## src/rtl/aes_pkg.sv

```systemverilog
// rtl/aes_pkg.sv - shared AES constants, GF(2^8) helpers and round-stage FSM states
package aes_pkg;

    localparam logic [7:0] AES_POLY = 8'h1b;
    localparam int         STATE_W  = 128;

    typedef enum logic {
        IDLE = 1'b0,
        COL  = 1'b1
    } state_t;

    function automatic logic [7:0] xtime(input logic [7:0] x);
        return {x[6:0], 1'b0} ^ (x[7] ? AES_POLY : 8'h00);
    endfunction

    function automatic logic [7:0] gf_mul3(input logic [7:0] x);
        return xtime(x) ^ x;
    endfunction

    // Column-major state: byte 4c+r holds s[r][c]; row r rotates left by r columns.
    function automatic logic [0:STATE_W-1] shift_rows(input logic [0:STATE_W-1] s);
        logic [0:STATE_W-1] res;
        res = '0;
        for (int c = 0; c < 4; c++) begin
            for (int r = 0; r < 4; r++) begin
                res[8*(4*c+r) +: 8] = s[8*(4*((c+r)%4)+r) +: 8];
            end
        end
        return res;
    endfunction

endpackage

```

## src/rtl/shift_mix_columns_if.sv

```systemverilog
// rtl/shift_mix_columns_if.sv - state handshake between SubBytes, this stage and AddRoundKey
interface shift_mix_columns_if;
    import aes_pkg::*;

    logic [0:STATE_W-1] in_data;
    logic               in_ready;
    logic               last_round;
    logic [0:STATE_W-1] out_data;
    logic               out_ready;
    logic               busy;

    modport master (
        output in_data, in_ready, last_round,
        input  out_data, out_ready, busy
    );

    modport slave (
        input  in_data, in_ready, last_round,
        output out_data, out_ready, busy
    );

endinterface

```

## src/rtl/gf_mix_column.sv

```systemverilog
// rtl/gf_mix_column.sv - combinational MixColumns on one 32-bit column
module gf_mix_column
    import aes_pkg::*;
(
    input  logic [0:31] col_in,
    output logic [0:31] col_out
);

    logic [7:0] a0, a1, a2, a3;

    assign a0 = col_in[0:7];
    assign a1 = col_in[8:15];
    assign a2 = col_in[16:23];
    assign a3 = col_in[24:31];

    assign col_out[0:7]   = xtime(a0) ^ gf_mul3(a1) ^ a2 ^ a3;
    assign col_out[8:15]  = a0 ^ xtime(a1) ^ gf_mul3(a2) ^ a3;
    assign col_out[16:23] = a0 ^ a1 ^ xtime(a2) ^ gf_mul3(a3);
    assign col_out[24:31] = gf_mul3(a0) ^ a1 ^ a2 ^ xtime(a3);

endmodule

```

## src/rtl/shift_mix_columns.sv

```systemverilog
// rtl/shift_mix_columns.sv - ShiftRows at capture, then MixColumns one column per cycle
module shift_mix_columns
    import aes_pkg::*;
(
    input  logic              clk,
    input  logic              reset,
    shift_mix_columns_if.slave bus
);

    state_t             state;
    logic [1:0]         cnt;
    logic [0:STATE_W-1] st_q;
    logic               last_q;
    logic [0:STATE_W-1] out_q;
    logic               out_ready_q;
    logic               busy_q;

    logic [0:31] col_in;
    logic [0:31] col_mix;
    logic [0:31] col_res;

    assign col_in  = st_q[{cnt, 5'b0} +: 32];
    assign col_res = last_q ? col_in : col_mix;

    gf_mix_column u_col (
        .col_in  (col_in),
        .col_out (col_mix)
    );

    always_ff @(posedge clk) begin
        if (reset) begin
            state       <= IDLE;
            cnt         <= 2'd0;
            st_q        <= '0;
            last_q      <= 1'b0;
            out_q       <= '0;
            out_ready_q <= 1'b0;
            busy_q      <= 1'b0;
        end else begin
            out_ready_q <= 1'b0;
            case (state)
                IDLE: begin
                    if (bus.in_ready) begin
                        st_q   <= shift_rows(bus.in_data);
                        last_q <= bus.last_round;
                        cnt    <= 2'd0;
                        busy_q <= 1'b1;
                        state  <= COL;
                    end
                end
                COL: begin
                    out_q[{cnt, 5'b0} +: 32] <= col_res;
                    cnt <= cnt + 2'd1;
                    if (cnt == 2'd3) begin
                        out_ready_q <= 1'b1;
                        busy_q      <= 1'b0;
                        state       <= IDLE;
                    end
                end
                default: state <= IDLE;
            endcase
        end
    end

    assign bus.out_data  = out_q;
    assign bus.out_ready = out_ready_q;
    assign bus.busy      = busy_q;

endmodule

```

## src/flat_wrapper.sv

```systemverilog
// flat-port wrapper written by rule: the top's interface ports become plain ports
module shift_mix_columns_flat import aes_pkg::*;
  (clk, reset, bus_in_data, bus_in_ready, bus_last_round, bus_out_data, bus_out_ready, bus_busy);
  shift_mix_columns_if bus_i ();
  input  logic clk;
  input  logic reset;
  input wire logic [$bits(bus_i.in_data)-1:0] bus_in_data;
  input wire logic [$bits(bus_i.in_ready)-1:0] bus_in_ready;
  input wire logic [$bits(bus_i.last_round)-1:0] bus_last_round;
  output wire logic [$bits(bus_i.out_data)-1:0] bus_out_data;
  output wire logic [$bits(bus_i.out_ready)-1:0] bus_out_ready;
  output wire logic [$bits(bus_i.busy)-1:0] bus_busy;
  assign bus_i.in_data = bus_in_data;
  assign bus_i.in_ready = bus_in_ready;
  assign bus_i.last_round = bus_last_round;
  assign bus_out_data = bus_i.out_data;
  assign bus_out_ready = bus_i.out_ready;
  assign bus_busy = bus_i.busy;
  shift_mix_columns u_core (.clk(clk), .reset(reset), .bus(bus_i));
endmodule
```

## config.mk

```make
export PLATFORM = sky130hd
export DESIGN_NAME = shift_mix_columns_flat
export DESIGN_NICKNAME = d
export VERILOG_FILES = /design/src/rtl/aes_pkg.sv /design/src/rtl/shift_mix_columns_if.sv /design/src/rtl/gf_mix_column.sv /design/src/rtl/shift_mix_columns.sv /design/src/flat_wrapper.sv
export SDC_FILE = /design/constraint.sdc
export NUM_CORES = 1
export LEC_CHECK = 0
export CAP_MARGIN = 10
export CELL_PAD_IN_SITES_DETAIL_PLACEMENT = 1
export CELL_PAD_IN_SITES_GLOBAL_PLACEMENT = 1
export CORE_AREA = 3 3 178 180
export DETAILED_ROUTE_END_ITERATION = 12
export DIE_AREA = 0 0 181 183
export PLACE_DENSITY = 0.76
export SYNTH_ARGS = -nofsm -noshare
export SYNTH_HDL_FRONTEND = slang
export SYNTH_SLANG_ARGS = --single-unit
```

## constraint.sdc

```tcl
create_clock -name clk -period 3.35 [get_ports clk]
set_clock_uncertainty 0.1 [all_clocks]
set_input_delay 0.335 -clock clk [delete_from_list [all_inputs] [get_ports clk]]
set_output_delay 0.335 -clock clk [all_outputs]
set_load 0.02 [all_outputs]
```

==> run metrics, run 1 <==
Horiz. Die Dim=approximately 180 um; clk slew on worst S/H paths=0.06 ns; # IOs=262; critical path endpoint category=flop; peak supply drop=346.5 uV; Achievable Freq=0.3315 GHz; power after layout=0.007945 W; Critical Path Fanout Max=27; fin crit period=3.016 ns; Placer Congestion=0.8448; Critical Path Source Type=flop; max-slew violation count=0; Chip Height=183 um; Setup CP Type=flop to flop; Detailed Routing Iterations Pass 1=5; Yosys top cell area share=45.75%; layout cells sized above 1=9.507%; gr ovfl total=0; Final Hold Vio Count=0; initial antenna violation count=1; endpoint of the worst-slack reg-to-reg timing path=u_core.bus.out_data[93]$_SDFFE_PP0P_; synthesized area=~11000 um^2; Worst R2R Path Depth=5; dpl ws=between 0.3 and 0.4 ns; Via density=5.639; CTS Root Cell=clkbuf_16; Sink Count=roughly 260; Max-Cap Viols=0; setup_tns=0 ns; run status=complete, no violations; # resized after CTS=0; Post-Syn Area per Cell=9.766 um^2; CTS tree=done; cts hold-fix bufs=0; post-synthesis sequential area ratio=a little under half; final cell count without fillers=roughly 1.8k; Ys Warns=0; fillers=3366; Hold Crit Class=input pin to flop; Layout Nets=1514; leading area contributor after synthesis=dfxtp_1; WHS Endpoint=u_core.cnt[1]$_SDFFE_PP0P_; Slew @ Worst Pin=0.8517 ns; Row Count=64; drt wl/cell=23.19 um; I/O Buffers=approximately 260; HPWL after DPL=approximately 30000 um; R2R Setup Slk=0.33 ns; Slew HR=43.08%; clk_lat worst skew=0.55 ns; Critical Path RT=3.65 ns; vias=10.13k; post-synthesis cell count=~1.2k; post-CTS setup buffers=0; Routed WL=41660 um; Worst Hold Launch=reset; RSZ-0062 raised after global routing=no; placed cell count=1744; Core ar.=30350 um^2; PwrDens=just over 500 nW/um^2; final setup margin=0.3335 ns; pin count of the biggest net entering global routing=104; syn_nets=1310; worst r2r src=u_core.cnt[0]$_SDFFE_PP0P_; final setup vio count=0; Pleak=5.484 nW; Final Cycle Share=roughly 90%; final core occ=50.43%; Total GRT Usage=24.03%; synthesis-to-finish area growth=33.49%; Worst Hold Depth=2; initial core utilization=a little under two fifths; Bufs on Longest Clock Path=3; vias in the first global route=10.44k; post-synth cell types=31; leading post-synthesis cells by cell area=dfxtp_1, nand2_1, a22oi_1; Synth Register Bits=262; first-pass GRT wire length=62960 um; Final ANT Viol Nets=0; CTS buffer count=28; residual DRC count=0; critical path data arrival time=3.32 ns; drt initial violations=946; die area=33120 um^2; H-tree levels=1
## report_power, final
part | internal [W] | total [W] | switching [W]
Combinational | 0.000715 | 0.00154 | 0.000827
Sequential | 0.00325 | 0.00335 | 0.0000968
Clock | 0.00177 | 0.00305 | 0.00128
Total | 0.00574 | 0.00794 | 0.00221
## worst max-delay path, stage by stage, from the launching register on
cell and delay, ns:
dfxtp_2 0.65, buf_12 0.30, mux4_2 0.72, xnor3_1 0.51, xor2_1 0.41, o22ai_1 0.16
## final cells by class
cell class,instances,area (um^2),area share [%]
Inverter,2,7.507,0.04905
Tap cell,396,495.5,3.237
Sequential cell,262,5248,34.29
Antenna cell,1,2.502,0.01635
Timing Repair Buffer,293,2917,19.06
Multi-Input combinational cell,791,5717,37.35
Clock buffer,38,808.3,5.281
Clock inverter,13,110.1,0.7194
## state kept, by name (all words and copies together) (netlist names)
name and cells:
u_core.bus.busy 1, u_core.cnt 2, u_core.bus.out_data 128, u_core.st_q 128, u_core.last_q 1, u_core.bus.out_ready 1
u_core.state 1
## logic make-up after synthesis
group | Yosys count | synth area share [%]
DFF | 262 | 45.75
and+or+nand+nor | 287 | 9.778
xor gates and xnor gates | 76 | 12.32
adders and majority gates | 4 | 0.4366
buffers and inverters | 121 | 4.660
muxes | 33 | 6.373
AOI/OAI and AO/OA | 391 | 20.68
## metal layers
layer  vias up  global-route usage [%]  part of all wire, %
met5         -                       0                    0
met4         0                   7.069                  2.8
met3        81                   4.304                  7.4
met2       474                   40.52                   48
met1      4956                   31.88                   42
li1       4617                       -                    -
## metrics by stage
step	area (um^2)	hold WS, ns
global route	15300	0.2385
floorplan	11460	0.3331
CTS	15300	0.2114
detailed placement	14380	0.3458
finish	15300	0.1971
global placement	14380	0.3396
## synth_stat cells
| library cell | number |
|---|---|
| xnor2_2 | 7 |
| o21a_1 | 1 |
| o22ai_1 | 73 |
| nand2_1 | 263 |
| mux2i_1 | 1 |
| inv_1 | 2 |
| a22oi_1 | 128 |
| dfxtp_1 | 262 |
| nand2b_1 | 3 |
| buf_8 | 1 |
| xor2_1 | 11 |
| xor3_1 | 11 |
| a21oi_1 | 134 |
| o21ai_0 | 17 |
| buf_1 | 9 |
| xnor2_4 | 2 |
| buf_6 | 5 |
| clkbuf_1 | 85 |
| buf_2 | 16 |
| buf_4 | 3 |
| nor3_1 | 7 |
| nand3b_1 | 2 |
| xnor2_1 | 7 |
| o21ai_1 | 38 |
| or4_1 | 4 |
| xor2_2 | 5 |
| mux4_2 | 32 |
| nor2_1 | 6 |
| xnor3_1 | 33 |
| ha_1 | 4 |
| nor2b_1 | 2 |
## worst max-delay path by stage
stage / startpoint / end / slack [ns] / cells past startpoint
6_report: u_core.cnt[0]$_SDFFE_PP0P_ / u_core.bus.out_data[93]$_SDFFE_PP0P_ / 0.33 / 5
5_1_grt: u_core.cnt[0]$_SDFFE_PP0P_ / u_core.bus.out_data[125]$_SDFFE_PP0P_ / 0.19 / 5
4_1_cts: u_core.cnt[0]$_SDFFE_PP0P_ / u_core.bus.out_data[125]$_SDFFE_PP0P_ / 0.31 / 5
3_5_place_dp: u_core.cnt[0]$_SDFFE_PP0P_ / u_core.bus.out_data[93]$_SDFFE_PP0P_ / 0.36 / 5
3_3_place_gp: u_core.cnt[0]$_SDFFE_PP0P_ / u_core.bus.out_data[125]$_SDFFE_PP0P_ / 0.41 / 5
2_1_floorplan: u_core.cnt[0]$_SDFFE_PP0P_ / u_core.bus.out_data[8]$_SDFFE_PP0P_ / 0.99 / 7
## cell usage in the layout (no fill, tap or decap), types with 27 or more instances in the layout
cell             synthesis  routed
o21ai_1                 38      38
o22ai_1                 73      73
nand2_1                263     263
mux4_2                  32      32
dfxtp_1                262     260
a21oi_1                134     134
clkdlybuf4s50_1          0     260
a22oi_1                128     128
clkbuf_16                0      28
xnor3_1                 33      33
buf_4                    3      27
No activity file was read; power rests on OpenSTA's default activity.
==> run 2: changes to the inputs <==
--- a/config.mk
+++ b/config.mk
@@ -8,9 +8,11 @@
 export CAP_MARGIN = 10
 export CELL_PAD_IN_SITES_DETAIL_PLACEMENT = 1
 export CELL_PAD_IN_SITES_GLOBAL_PLACEMENT = 1
-export CORE_AREA = 3 3 178 180
+export CORE_AREA = 10 10 185 187
+export CTS_BUF_LIST = sky130_fd_sc_hd__clkbuf_16
 export DETAILED_ROUTE_END_ITERATION = 12
-export DIE_AREA = 0 0 181 183
+export DIE_AREA = 0 0 195 197
+export GPL_ROUTABILITY_DRIVEN = 0
 export PLACE_DENSITY = 0.76
 export SYNTH_ARGS = -nofsm -noshare
 export SYNTH_HDL_FRONTEND = slang
==> run 2 against run 1 <==
Effect of this change: via count increased by 0.58%; hold slack worse by 0.055 ns; wire length is 5.4% higher; critical path depth stayed put; setup slack better by 0.077 ns; largest cell class unchanged; register-to-register slack gained 0.08 ns.
==> run metrics, run 2 (synthesized netlist as in run 1, its figures left out) <==
run status=complete, no violations; Via density=5.688; post-CTS setup buffers=0; vias in the first global route=10.61k; Critical Path Source Type=flop; cts hold-fix bufs=0; initial core utilization=a little under two fifths; final cell count without fillers=1791; H-tree levels=1; I/O Buffers=261; critical path endpoint category=flop; Detailed Routing Iterations Pass 1=5; Power Internal=0.005578 W; Horiz. Die Dim=195 um; Comb power frac=19.6%; residual DRC count=0; # resized after CTS=0; Total GRT Usage=21.63%; Slew @ Worst Pin=between 0.9 and 1 ns; Critical Path Fanout Max=15; power after layout=0.007733 W; worst-case hold slack=0.1424 ns; Slew HR=38.02%; Setup CP Type=flop to flop; Critical Path RT=3.71 ns; Reg area=roughly 5200 um^2; first-pass GRT wire length=66250 um; Chip Height=slightly below 200 um; PwrDens=509.4 nW/um^2; net switching power=approximately 0.0022 W; Max-Cap Viols=0; RSZ-0062 raised after global routing=no; critical path data arrival time=3.30 ns; clk slew on worst S/H paths=0.06 ns; CTS buffer count=29; final setup vio count=0; max-slew violation count=0; drt wl/cell=24.52 um; setup_tns=0 ns; gr ovfl total=0; peak supply drop=between 300 and 400 uV; placed cell count=1741; initial antenna violation count=2; Final Cycle Share=87.75%; Routed WL=43920 um; fillers=3361; Clock power frac=between 30% and 40%; HPWL after DPL=31300 um; drt initial violations=between 800 and 900; # IOs=about 260; Final ANT Viol Nets=0; switching share of power=27.87%; Final Hold Vio Count=0; Hold Crit Class=input pin to flop; CTS Root Cell=clkbuf_16; CTS tree=done; Sink Count=262; commonest non-fill, non-tap cell in the layout=nand2_1; dpl ws=0.4787 ns; Multi-input gate area=between 5000 and 6000 um^2; clk_lat worst skew=0.54 ns; Pleak=5.441 nW; pin count of the biggest net entering global routing=85; final setup margin=0.4103 ns; Layout Nets=1512; commonest cells after routing, fill and taps aside=nand2_1, clkdlybuf4s50_1, dfxtp_1; Reg power frac=43.3%; Bufs on Longest Clock Path=3; die area=a little under 40000 um^2; synthesis-to-finish area growth=32.42%; vias=just over 10k; layout cells sized above 1=8.327%; Core ar.=30430 um^2; Row Count=64; fin crit period=between 2 and 3 ns; Achievable Freq=about 0.34 GHz
-- run 2: changes by cell type in the layout (fill, tap and decap cells not counted), sizes merged --
cell      delta
clkinv       +1
diode        +1
inv          +6
clkinvlp     -1
buf          -3
clkbuf       -9
-- run 2: metal layers --
layer  GRT usage, %  vias up  wire (um)
met5              0        -         13
met4          6.335        2       1041
met3          5.160       72       3609
met2          36.44      451      21170
met1          26.98     5043      18090
li1               -     4619          -
-- run 2: worst max-delay path, stage by stage (launching register included) --
cell and delay (ns):
dfxtp_2 0.50, buf_4 0.34, mux4_2 0.65, xnor2_1 0.46
xnor3_1 0.56, o21ai_1 0.24
-- run 2: power by group through the flow --
stage / logic, W / clock network, W / registers [W]
detailed placement: 0.00150 / 0 / 0.00341
global placement: 0.00147 / 0 / 0.00341
floorplan: 0.000926 / 0 / 0.00343
finish: 0.00152 / 0.00287 / 0.00335
CTS: 0.00151 / 0.00291 / 0.00335
global route: 0.00161 / 0.00306 / 0.00336
-- run 2: cell type report --
type                            instances  area share, %
Multi-Input combinational cell        791          37.65
Sequential cell                       262          34.56
Timing Repair Buffer                  290          18.98
Clock buffer                           29          4.780
Tap cell                              396          3.264
Clock inverter                         19         0.6758
Inverter                                2        0.04945
Antenna cell                            2        0.03297
-- run 2: worst paths after layout --
check	start	end	slack [ns]	depth (start not counted)
setup reg to reg	u_core.cnt[0]$_SDFFE_PP0P_	u_core.bus.out_data[107]$_SDFFE_PP0P_	0.41	5
setup / recovery	u_core.cnt[0]$_SDFFE_PP0P_	u_core.bus.out_data[107]$_SDFFE_PP0P_	0.41	5
hold reg to reg	u_core.st_q[20]$_SDFFE_PP0P_	u_core.st_q[20]$_SDFFE_PP0P_	0.35	2
hold / removal	reset	u_core.bus.out_data[109]$_SDFFE_PP0P_	0.14	2
-- run 2: metrics by stage --
stage,utilization [%],instance area [um^2]
3_3_place_gp,47.15,14350
2_1_floorplan,-,11460
3_5_place_dp,47.15,14350
6_report,49.89,15180
4_1_cts,49.88,15180
5_1_grt,49.88,15180
==> run 3: changes to the inputs <==
--- a/config.mk
+++ b/config.mk
@@ -13,7 +13,8 @@
 export DETAILED_ROUTE_END_ITERATION = 12
 export DIE_AREA = 0 0 195 197
 export GPL_ROUTABILITY_DRIVEN = 0
-export PLACE_DENSITY = 0.76
+export PLACE_DENSITY = 0.91
+export RECOVER_POWER = 50
 export SYNTH_ARGS = -nofsm -noshare
 export SYNTH_HDL_FRONTEND = slang
 export SYNTH_SLANG_ARGS = --single-unit
==> run 3 against run 2 <==
Effect of this change: hold slack lost 0.025 ns; wire length increased by 3.9%; total power rose by 2.2%; setup slack got worse by 0.14 ns; non-clock buffer count rose by 1; flip-flop and latch count is the same; register-to-register slack got worse by 0.14 ns; first-iteration DRC count is 22% higher; combinational power about the same; cell area grew 0.43%; sequential share of layout area down 0.15 points; global-route usage rose by 0.95 points; highest routed layer is now met4.
==> run metrics, run 3 (synthesized netlist as in run 1, its figures left out) <==
peak supply drop=317.7 uV; # resized after CTS=0; first-pass GRT wire length=69080 um; Final Hold Vio Count=0; Setup CP Type=flop to flop; vias=10.54k; fin crit period=3.075 ns; layout cells sized above 1=8.512%; CTS Root Cell=clkbuf_16; pin count of the biggest net entering global routing=between 100 and 150; Sink Count=~260; Core ar.=30430 um^2; synthesis-to-finish area growth=32.99%; run status=complete, no violations; Achievable Freq=0.3252 GHz; Final ANT Viol Nets=0; Routed WL=45620 um; initial antenna violation count=0; post-CTS setup buffers=0; drt initial violations=1023; Hold Crit Class=input pin to flop; commonest cells after routing, fill and taps aside=nand2_1, dfxtp_1, a21oi_1; # IOs=262; Max-Cap Viols=0; clk_lat worst skew=between 0.5 and 0.6 ns; Critical Path RT=3.69 ns; drt wl/cell=25.43 um; CP peak stage delay=approximately 0.74 ns; worst-case hold slack=0.1175 ns; clk slew on worst S/H paths=0.06 ns; critical path data arrival time=3.41 ns; Pleak=5.925 nW; Final Cycle Share=approximately nine tenths; worst-path cell chain=buf_4, mux4_2, xor2_2, xnor3_1, o21ai_0; vias in the first global route=about 11k; cts hold-fix bufs=0; Row Count=64; PwrDens=approximately 520 nW/um^2; I/O Buffers=around 260; Slew HR=under 10%; die area=38420 um^2; final setup vio count=0; setup_tns=0 ns; Layout Nets=1512; critical path endpoint category=flop; CTS tree=done; Via density=5.874; CTS buffer count=28; Slew @ Worst Pin=1.481 ns; Critical Path Source Type=flop; RSZ-0062 raised after global routing=no; H-tree levels=1; gr ovfl total=0; Comb power frac=between 10% and 20%; Total GRT Usage=between 20% and 30%; Reg power frac=42.4%; residual DRC count=0; Detailed Routing Iterations Pass 1=5; Critical Path Fanout Max=15; critical path's slowest cell=mux4_2; Power Internal=0.005654 W; Bufs on Longest Clock Path=3; HPWL after DPL=32630 um; initial core utilization=37.68%; commonest non-fill, non-tap cell in the layout=nand2_1; max-slew violation count=0; ANT cells=0; switching share of power=roughly 28%; Chip Height=about 200 um; net switching power=0.002250 W; Horiz. Die Dim=195 um; Clock power frac=38.0%
## run 3: cell count changes in the layout (fill, tap and decap cells not counted)
cell             change
bufinv_16            +1
clkbuf_1             +1
dlygate4sd3_1      +130
buf_12               +2
buf_4                -2
clkdlybuf4s50_1    -130
clkinvlp_4           +1
clkinv_2             +1
clkinv_1             +1
diode_2              -2
nand2b_4             -1
nand2b_2             +1
## run 3: power by group through the flow
| stage | clock, W | sequential, W | combinational, W |
|---|---|---|---|
| final | 0.00301 | 0.00336 | 0.00154 |
| after detailed placement | 0 | 0.00342 | 0.00152 |
| after floorplan | 0 | 0.00343 | 0.000926 |
| after global placement | 0 | 0.00341 | 0.00146 |
| after global routing | 0.00318 | 0.00337 | 0.00162 |
| after CTS | 0.00302 | 0.00336 | 0.00154 |
## run 3: final cells by class
cell class | count | area [um^2]
clock buffer | 29 | 725.7
clock inverter | 23 | 148.9
fill | 3368 | 15180
inverter | 2 | 7.507
multi-input combinational | 791 | 5712
sequential | 262 | 5248
tap | 396 | 495.5
timing repair buffer | 291 | 2910
## run 3: final timing paths
| kind | to | depth (start not counted) | startpoint | slack (ns) |
|---|---|---|---|---|
| worst min register to register | u_core.st_q[34]$_SDFFE_PP0P_ | 2 | u_core.st_q[34]$_SDFFE_PP0P_ | 0.35 |
| worst min-delay path | u_core.st_q[35]$_SDFFE_PP0P_ | 2 | reset | 0.12 |
| worst max-delay path | u_core.bus.out_data[116]$_SDFFE_PP0P_ | 5 | u_core.cnt[0]$_SDFFE_PP0P_ | 0.28 |
| worst max register to register | u_core.bus.out_data[116]$_SDFFE_PP0P_ | 5 | u_core.cnt[0]$_SDFFE_PP0P_ | 0.28 |
## run 3: metrics by stage
| step | util, % | area, um^2 | power (W) | instances | setup WS [ns] |
|---|---|---|---|---|---|
| floorplan | - | 11460 | 0.004354 | 1174 | 0.9858 |
| global placement | 47.26 | 14380 | 0.004872 | 1742 | 0.4301 |
| detailed placement | 47.26 | 14380 | 0.004943 | 1742 | 0.2546 |
| CTS | 50.14 | 15260 | 0.007916 | 1794 | 0.2373 |
| global route | 50.11 | 15250 | 0.008166 | 1794 | 0.1234 |
| finish | 50.11 | 15250 | 0.007904 | 1794 | 0.2750 |
## run 3: critical path, delay by kind of cell (launching register included)
kind	cells	cell delay, ns
muxes	1	0.74
DFF	1	0.70
buffers and inverters	1	0.28
xor gates and xnor gates	2	0.86
AOI/OAI and AO/OA	1	0.26
## run 3: metal layers
| metal | wire (um) | GRT usage (%) | vias up |
|---|---|---|---|
| li1 | - | - | 4617 |
| met1 | 17760 | 27.17 | 5209 |
| met2 | 22370 | 38.34 | 604 |
| met3 | 3903 | 5.160 | 108 |
| met4 | 1590 | 9.021 | 0 |
| met5 | 0 | 0 | - |
